[src/rtl/vpm_pipe_ctrl_if.sv]
// Valid/ready/data stream bundle used at both ends of the pipeline.
// The master drives valid and data; the slave answers with ready.
interface vpm_pipe_ctrl_if #(
  parameter int WIDTH = 8
);
  logic             valid;
  logic             ready;
  logic [WIDTH-1:0] data;

  modport master (output valid, output data, input ready);
  modport slave  (input valid, input data, output ready);
endinterface

[src/rtl/vpm_pipe_ctrl.sv]
// Parametrised N-stage data pipeline with per-stage valid, hazard stall and
// flush. Stage 0 is the input side, stage DEPTH-1 drives the output.
// Backpressure only holds occupied stages, so bubbles are squeezed out.
// A flush of stage k squashes stage k and every stage upstream of it.
module vpm_pipe_ctrl #(
  parameter int DEPTH      = 5,
  parameter int WIDTH      = 8,
  parameter int RESET_DATA = 1
) (
  input  logic                         clk,
  input  logic                         rst,
  vpm_pipe_ctrl_if.slave               up,
  vpm_pipe_ctrl_if.master              dn,
  input  logic [DEPTH-1:0]             stall,
  input  logic [DEPTH-1:0]             flush,
  output logic [DEPTH-1:0]             stage_valid,
  output logic [$clog2(DEPTH+1)-1:0]   count
);

  localparam int CW = $clog2(DEPTH+1);

  logic [DEPTH-1:0] valid_q;
  logic [DEPTH-1:0] valid_d;
  logic [DEPTH-1:0] hold;
  logic [DEPTH-1:0] kill;
  logic [DEPTH-1:0] src_valid;
  logic [DEPTH-1:0] load;
  logic [CW-1:0]    count_q;
  logic [CW-1:0]    count_d;
  logic             flush_any;
  logic             in_ready;

  logic [WIDTH-1:0] stage_data [DEPTH];
  logic [WIDTH-1:0] data_d     [DEPTH];

  // Hold and kill chains, walked from the output end towards the input.
  // hold collapses through empty stages; kill accumulates downstream flushes.
  always_comb begin
    logic h_acc;
    logic k_acc;
    h_acc = ~dn.ready;
    k_acc = 1'b0;
    hold  = '0;
    kill  = '0;
    for (int i = DEPTH-1; i >= 0; i--) begin
      h_acc   = valid_q[i] & (stall[i] | h_acc);
      k_acc   = k_acc | flush[i];
      hold[i] = h_acc;
      kill[i] = k_acc;
    end
  end

  // Input acceptance never looks at in_valid, so there is no
  // combinational in_valid -> in_ready path; any flush blocks input so
  // nothing accepted can be squashed in the same cycle.
  always_comb begin
    flush_any = |flush;
    in_ready  = ~hold[0] & ~flush_any;
  end

  // Per-stage next state: kill beats hold, hold beats advance.
  // A stalled stage keeps its item, so the stage after it receives a
  // bubble instead of a copy. Data only loads when a real item arrives.
  always_comb begin
    src_valid    = '0;
    load         = '0;
    valid_d      = '0;
    src_valid[0] = up.valid & in_ready;
    for (int i = 1; i < DEPTH; i++) begin
      src_valid[i] = valid_q[i-1] & ~flush[i-1] & ~hold[i-1];
    end
    for (int i = 0; i < DEPTH; i++) begin
      if (kill[i]) begin
        valid_d[i] = 1'b0;
      end else if (hold[i]) begin
        valid_d[i] = valid_q[i];
      end else begin
        valid_d[i] = src_valid[i];
      end
      load[i] = ~kill[i] & ~hold[i] & src_valid[i];
    end
    data_d[0] = load[0] ? up.data : stage_data[0];
    for (int i = 1; i < DEPTH; i++) begin
      data_d[i] = load[i] ? stage_data[i-1] : stage_data[i];
    end
  end

  // Occupancy of the next-state valid vector, registered with it.
  always_comb begin
    count_d = '0;
    for (int i = 0; i < DEPTH; i++) begin
      count_d = count_d + CW'(valid_d[i]);
    end
  end

  // Valid bits and occupancy counter always clear on reset.
  always_ff @(posedge clk or posedge rst) begin
    if (rst) begin
      valid_q <= '0;
      count_q <= '0;
    end else begin
      valid_q <= valid_d;
      count_q <= count_d;
    end
  end

  // Data registers, one per stage; reset is optional to allow plain
  // enable-flops when the payload needs no defined reset value.
  for (genvar gi = 0; gi < DEPTH; gi++) begin : g_stage
    logic [WIDTH-1:0] data_q;

    if (RESET_DATA != 0) begin : g_rst
      // Stage payload register with asynchronous clear.
      always_ff @(posedge clk or posedge rst) begin
        if (rst) begin
          data_q <= '0;
        end else begin
          data_q <= data_d[gi];
        end
      end
    end else begin : g_nrst
      // Stage payload register without reset.
      always_ff @(posedge clk) begin
        data_q <= data_d[gi];
      end
    end

    assign stage_data[gi] = data_q;
  end

  assign up.ready    = in_ready;
  assign dn.valid    = valid_q[DEPTH-1] & ~flush[DEPTH-1];
  assign dn.data     = stage_data[DEPTH-1];
  assign stage_valid = valid_q;
  assign count       = count_q;

endmodule

[src/flat_wrapper.sv]
// flat-port wrapper written by rule: the top's interface ports become plain ports
module vpm_pipe_ctrl_flat 
#(
  parameter int DEPTH      = 5,
  parameter int WIDTH      = 8,
  parameter int RESET_DATA = 1
)
  (clk, rst, stall, flush, stage_valid, count, up_valid, up_data, up_ready, dn_valid, dn_data, dn_ready);
  vpm_pipe_ctrl_if #(.WIDTH(WIDTH)) up_i ();
  vpm_pipe_ctrl_if #(.WIDTH(WIDTH)) dn_i ();
  input  logic clk;
  input  logic rst;
  input  logic [DEPTH-1:0] stall;
  input  logic [DEPTH-1:0] flush;
  output logic [DEPTH-1:0] stage_valid;
  output logic [$clog2(DEPTH+1)-1:0] count;
  input wire logic [$bits(up_i.valid)-1:0] up_valid;
  input wire logic [$bits(up_i.data)-1:0] up_data;
  output wire logic [$bits(up_i.ready)-1:0] up_ready;
  output wire logic [$bits(dn_i.valid)-1:0] dn_valid;
  output wire logic [$bits(dn_i.data)-1:0] dn_data;
  input wire logic [$bits(dn_i.ready)-1:0] dn_ready;
  assign up_i.valid = up_valid;
  assign up_i.data = up_data;
  assign up_ready = up_i.ready;
  assign dn_valid = dn_i.valid;
  assign dn_data = dn_i.data;
  assign dn_i.ready = dn_ready;
  vpm_pipe_ctrl #(.DEPTH(DEPTH), .WIDTH(WIDTH), .RESET_DATA(RESET_DATA)) u_core (.clk(clk), .rst(rst), .up(up_i), .dn(dn_i), .stall(stall), .flush(flush), .stage_valid(stage_valid), .count(count));
endmodule
[config.mk]
export PLATFORM = sky130hd
export DESIGN_NAME = vpm_pipe_ctrl_flat
export DESIGN_NICKNAME = d
export VERILOG_FILES = /design/src/rtl/vpm_pipe_ctrl_if.sv /design/src/rtl/vpm_pipe_ctrl.sv /design/src/flat_wrapper.sv
export SDC_FILE = /design/constraint.sdc
export NUM_CORES = 1
export LEC_CHECK = 0
export ABC_AREA = 1
export BUFFER_PORTS_ARGS = -buffer_cell sky130_fd_sc_hd__buf_2
export CAP_MARGIN = 20
export CORE_MARGIN = 1
export CORE_UTILIZATION = 50
export CTS_CLUSTER_SIZE = 8
export DETAILED_ROUTE_END_ITERATION = 6
export PLACE_DENSITY = 0.75
export SYNTH_ARGS = -nofsm -noshare
export SYNTH_HDL_FRONTEND = slang
export SYNTH_SLANG_ARGS = --single-unit
[constraint.sdc]
create_clock -name clk -period 3.1 [get_ports clk]
set_input_delay 0 -clock clk [delete_from_list [all_inputs] [get_ports clk]]
set_output_delay 0 -clock clk [all_outputs]
set_load 0.02 [all_outputs]
==> run summary <==
summed instance area of the synthesized netlist -> 2030 um2
commonest non-fill, non-tap cell in the layout -> dfrtp_1
post-placement worst setup slack -> 0.310 ns
count of vias placed by the detailed router -> 1387
number of antenna violations at the first check in global routing -> 0
Remaining DRCs -> 0
Warnings, synthesis -> 0
Final Setup Violations -> 0
unique cell type count in the Yosys netlist -> 22
worst-path cell chain -> nand2_1 > nand2_1 > nand2_1 > nand2_1 > nand2_1 > nand2_1 > nand2_2 > nand2_1 > nand2_4 > a21oi_1 > ha_1 > fa_1 > ha_1 > fa_1
maximum number of pins on one net before global-route repair -> 33
accumulated negative setup slack -> 0 ns
Final Hold Fails -> 0
total power per unit cell area -> 451 nW/um2
antenna violation net count after detailed routing -> 0
global-route wire length before repair -> 5890 um
layout overhead on the synthesized area -> 22.2%
path category of the worst min-delay check -> input port to flip-flop
Die Footprint -> 4310 um2
H-tree levels -> 2
Filler Cell Count -> 308
final critical-path setup slack -> 0.323 ns
worst clock skew -> 0.00755 ns
unrepaired setup endpoints after global routing -> false
outcome -> completed
most area-hungry cell type in the Yosys netlist -> dfrtp_1
commonest cells after routing, fill and taps aside -> 48 x dfrtp_1, 40 x nand2_1, 39 x buf_2
r2r worst-path depth -> 14
Diodes inserted -> 0
Die X -> 65.7 um
sequential element share of the synthesized area -> 0.593
kind of end point of the critical path -> flip-flop
Max stage delay cell, worst path -> fa_1
Reg-to-Reg Start -> u_core.stage_valid[4]
wire length per cell after detailed routing -> 11.1 um
Iteration-0 DRC Markers -> 68
clock slew at the register clock pins of the worst setup and hold paths -> 0.08 ns
leak pwr -> 0.00137 uW
HPWL Detailed -> 2410 um
per-instance average area after synthesis -> 10.6 um2
total routing resource utilization after global routing -> 0.188
Synthesized Nets -> 217
Seq cells post-synth -> 48
Critical Path Start Type -> flip-flop
cell count after synthesis -> 191
average vias per placed instance -> 4.72
worst setup slack for register-to-register paths -> 0.32 ns
Final Cell Area -> 2480 um2
Largest delay share family, worst path -> adder cells
buffer and inverter count on the worst path -> 0
number of nets in the finished design -> 272
Crit Path Class -> flip-flop to flip-flop
leading cell types by total area after synthesis -> dfrtp_1 59%, nand2_1 7.4%, inv_1 4.6%
Max-slew headroom -> 0.625
Max Clock Freq -> 360 MHz
most repeated library cell on the critical path -> nand2_1
count of non-filler cells in the finished layout -> 294
setup repair bufs after CTS -> 0
latest clock arrival within the worst-skew pair -> 0.29 ns
maximum fanout count along the critical path -> 10
Initial DRT Pass Iterations -> 4
TritonCTS clock tree -> yes
number of clock sinks -> 48
Endpoint, Worst Hold -> u_core.stage_valid[0]
instance count after placement with tap cells included -> 278
clock root buffer -> clkbuf_8
CP max stage delay -> 0.44 ns
vias in the first global route -> 1340
std cell rows -> 22
fraction of layout cells with a size suffix above 1 -> 0.321
instance area at placement -> 2290 um2
Worst Hold Depth -> 4
endpoint of the lowest-slack register-to-register path -> u_core.count[1]
initial cell density of the core -> 0.537
CP required -> 3.28 ns
HP Start -> flush[0]
sum of routed wire length over all layers -> 3270 um
total of buffers placed on input and output ports -> 39
worst supply voltage drop on vdd -> 0.247 mV
data arrival at the endpoint of the critical path -> 2.95 ns
TritonCTS buffer count -> 5
Setup crit start -> u_core.stage_valid[4]
vertical extent of the die -> 65.7 um
routability-driven placement congestion ratio -> 0.815
period utilization -> 0.896
final count of pins violating max slew -> 0
MaxCap Viol Count -> 0
core box area -> 3770 um2
pin slew with the least headroom to its limit -> 0.558 ns
top-level port count -> 40
global route overflow -> 0
maximum root-to-sink buffer count -> 2
post-route minimum period -> 2.78 ns
proportion of netlist area held by the largest area contributor -> 0.593
-- cell type report --
class                   instances  area [um2]  area share
inverters                      28         105      0.0424
well taps                      48        60.1      0.0243
flip-flops and latches         48        1200       0.485
clock buffers                   7        96.3      0.0389
repair buffers                 53         323       0.130
multi-input cells             110         691       0.279
-- worst min-delay path: cells and delay by family --
kind | cells | cell delay [ns]
buffers and inverters | 2 | 0.17
AO/OA/AOI/OAI | 1 | 0.05
AND/OR/NAND/NOR | 1 | 0.08
-- routing by layer --
layer,routed length (um),track usage
met1,1440,0.221
met2,1610,0.310
met3,131,0.0521
met4,82,0.0978
met5,0,0
-- cells by family after synthesis --
family | Yosys count | share of synthesized area
AO/OA/AOI/OAI | 30 | 0.0889
AND/OR/NAND/NOR | 68 | 0.175
adder cells (fa/ha/maj) | 4 | 0.0321
buffers and inverters | 33 | 0.0667
flip-flops | 48 | 0.593
multiplexers | 8 | 0.0444
-- flip-flops by register name, indices dropped and copies added, names as in the netlist --
name,flops
u_core.count,3
u_core.dn.data,8
u_core.g_stage.data_q,32
u_core.stage_valid,5
-- worst max path at each step --
stage	endpoint	slack, ns	depth (start not counted)
2_1_floorplan	u_core.count[1]	0.28	14
3_3_place_gp	u_core.count[1]	0.40	14
3_5_place_dp	u_core.count[1]	0.31	14
4_1_cts	u_core.count[1]	0.31	14
5_1_grt	u_core.count[1]	0.09	14
6_report	u_core.count[1]	0.32	14
-- power by group --
part           leakage (uW)  internal [uW]  total (uW)  switching [uW]
clock network     0.0000503            198         383             184
registers          0.000621            646         656            10.5
logic              0.000700           31.6        77.1            45.6
total               0.00137            876        1120             240
-- through the flow --
stage	total power [uW]	utilization	hold slack, ns
2_1_floorplan	713	-	0.0798
3_3_place_gp	736	0.607	0.00437
3_5_place_dp	739	0.607	0.00521
4_1_cts	1130	0.657	0.0395
5_1_grt	1180	0.657	0.0422
6_report	1120	0.657	0.0459
-- cell usage after synthesis --
cell type / count
o21ai_2: 8
nand4_1: 10
buf_6: 1
nor2_1: 9
dfrtp_1: 48
nand3_4: 1
mux2_2: 8
inv_1: 25
o21ai_0: 12
nand2_2: 1
clkbuf_1: 1
nand4_4: 1
nand4_2: 1
ha_1: 2
nand2_1: 40
nor2_2: 1
nand2_4: 1
a21oi_1: 10
inv_2: 3
fa_1: 2
buf_2: 3
nor2_4: 3
-- timing repair --
action | 4_1_cts | 5_1_grt
hold buffers | 9 | 0
gates resized for setup | 0 | 0
endpoints found under the hold margin | 24 | 0
No activity file was read; power rests on OpenSTA's default activity.
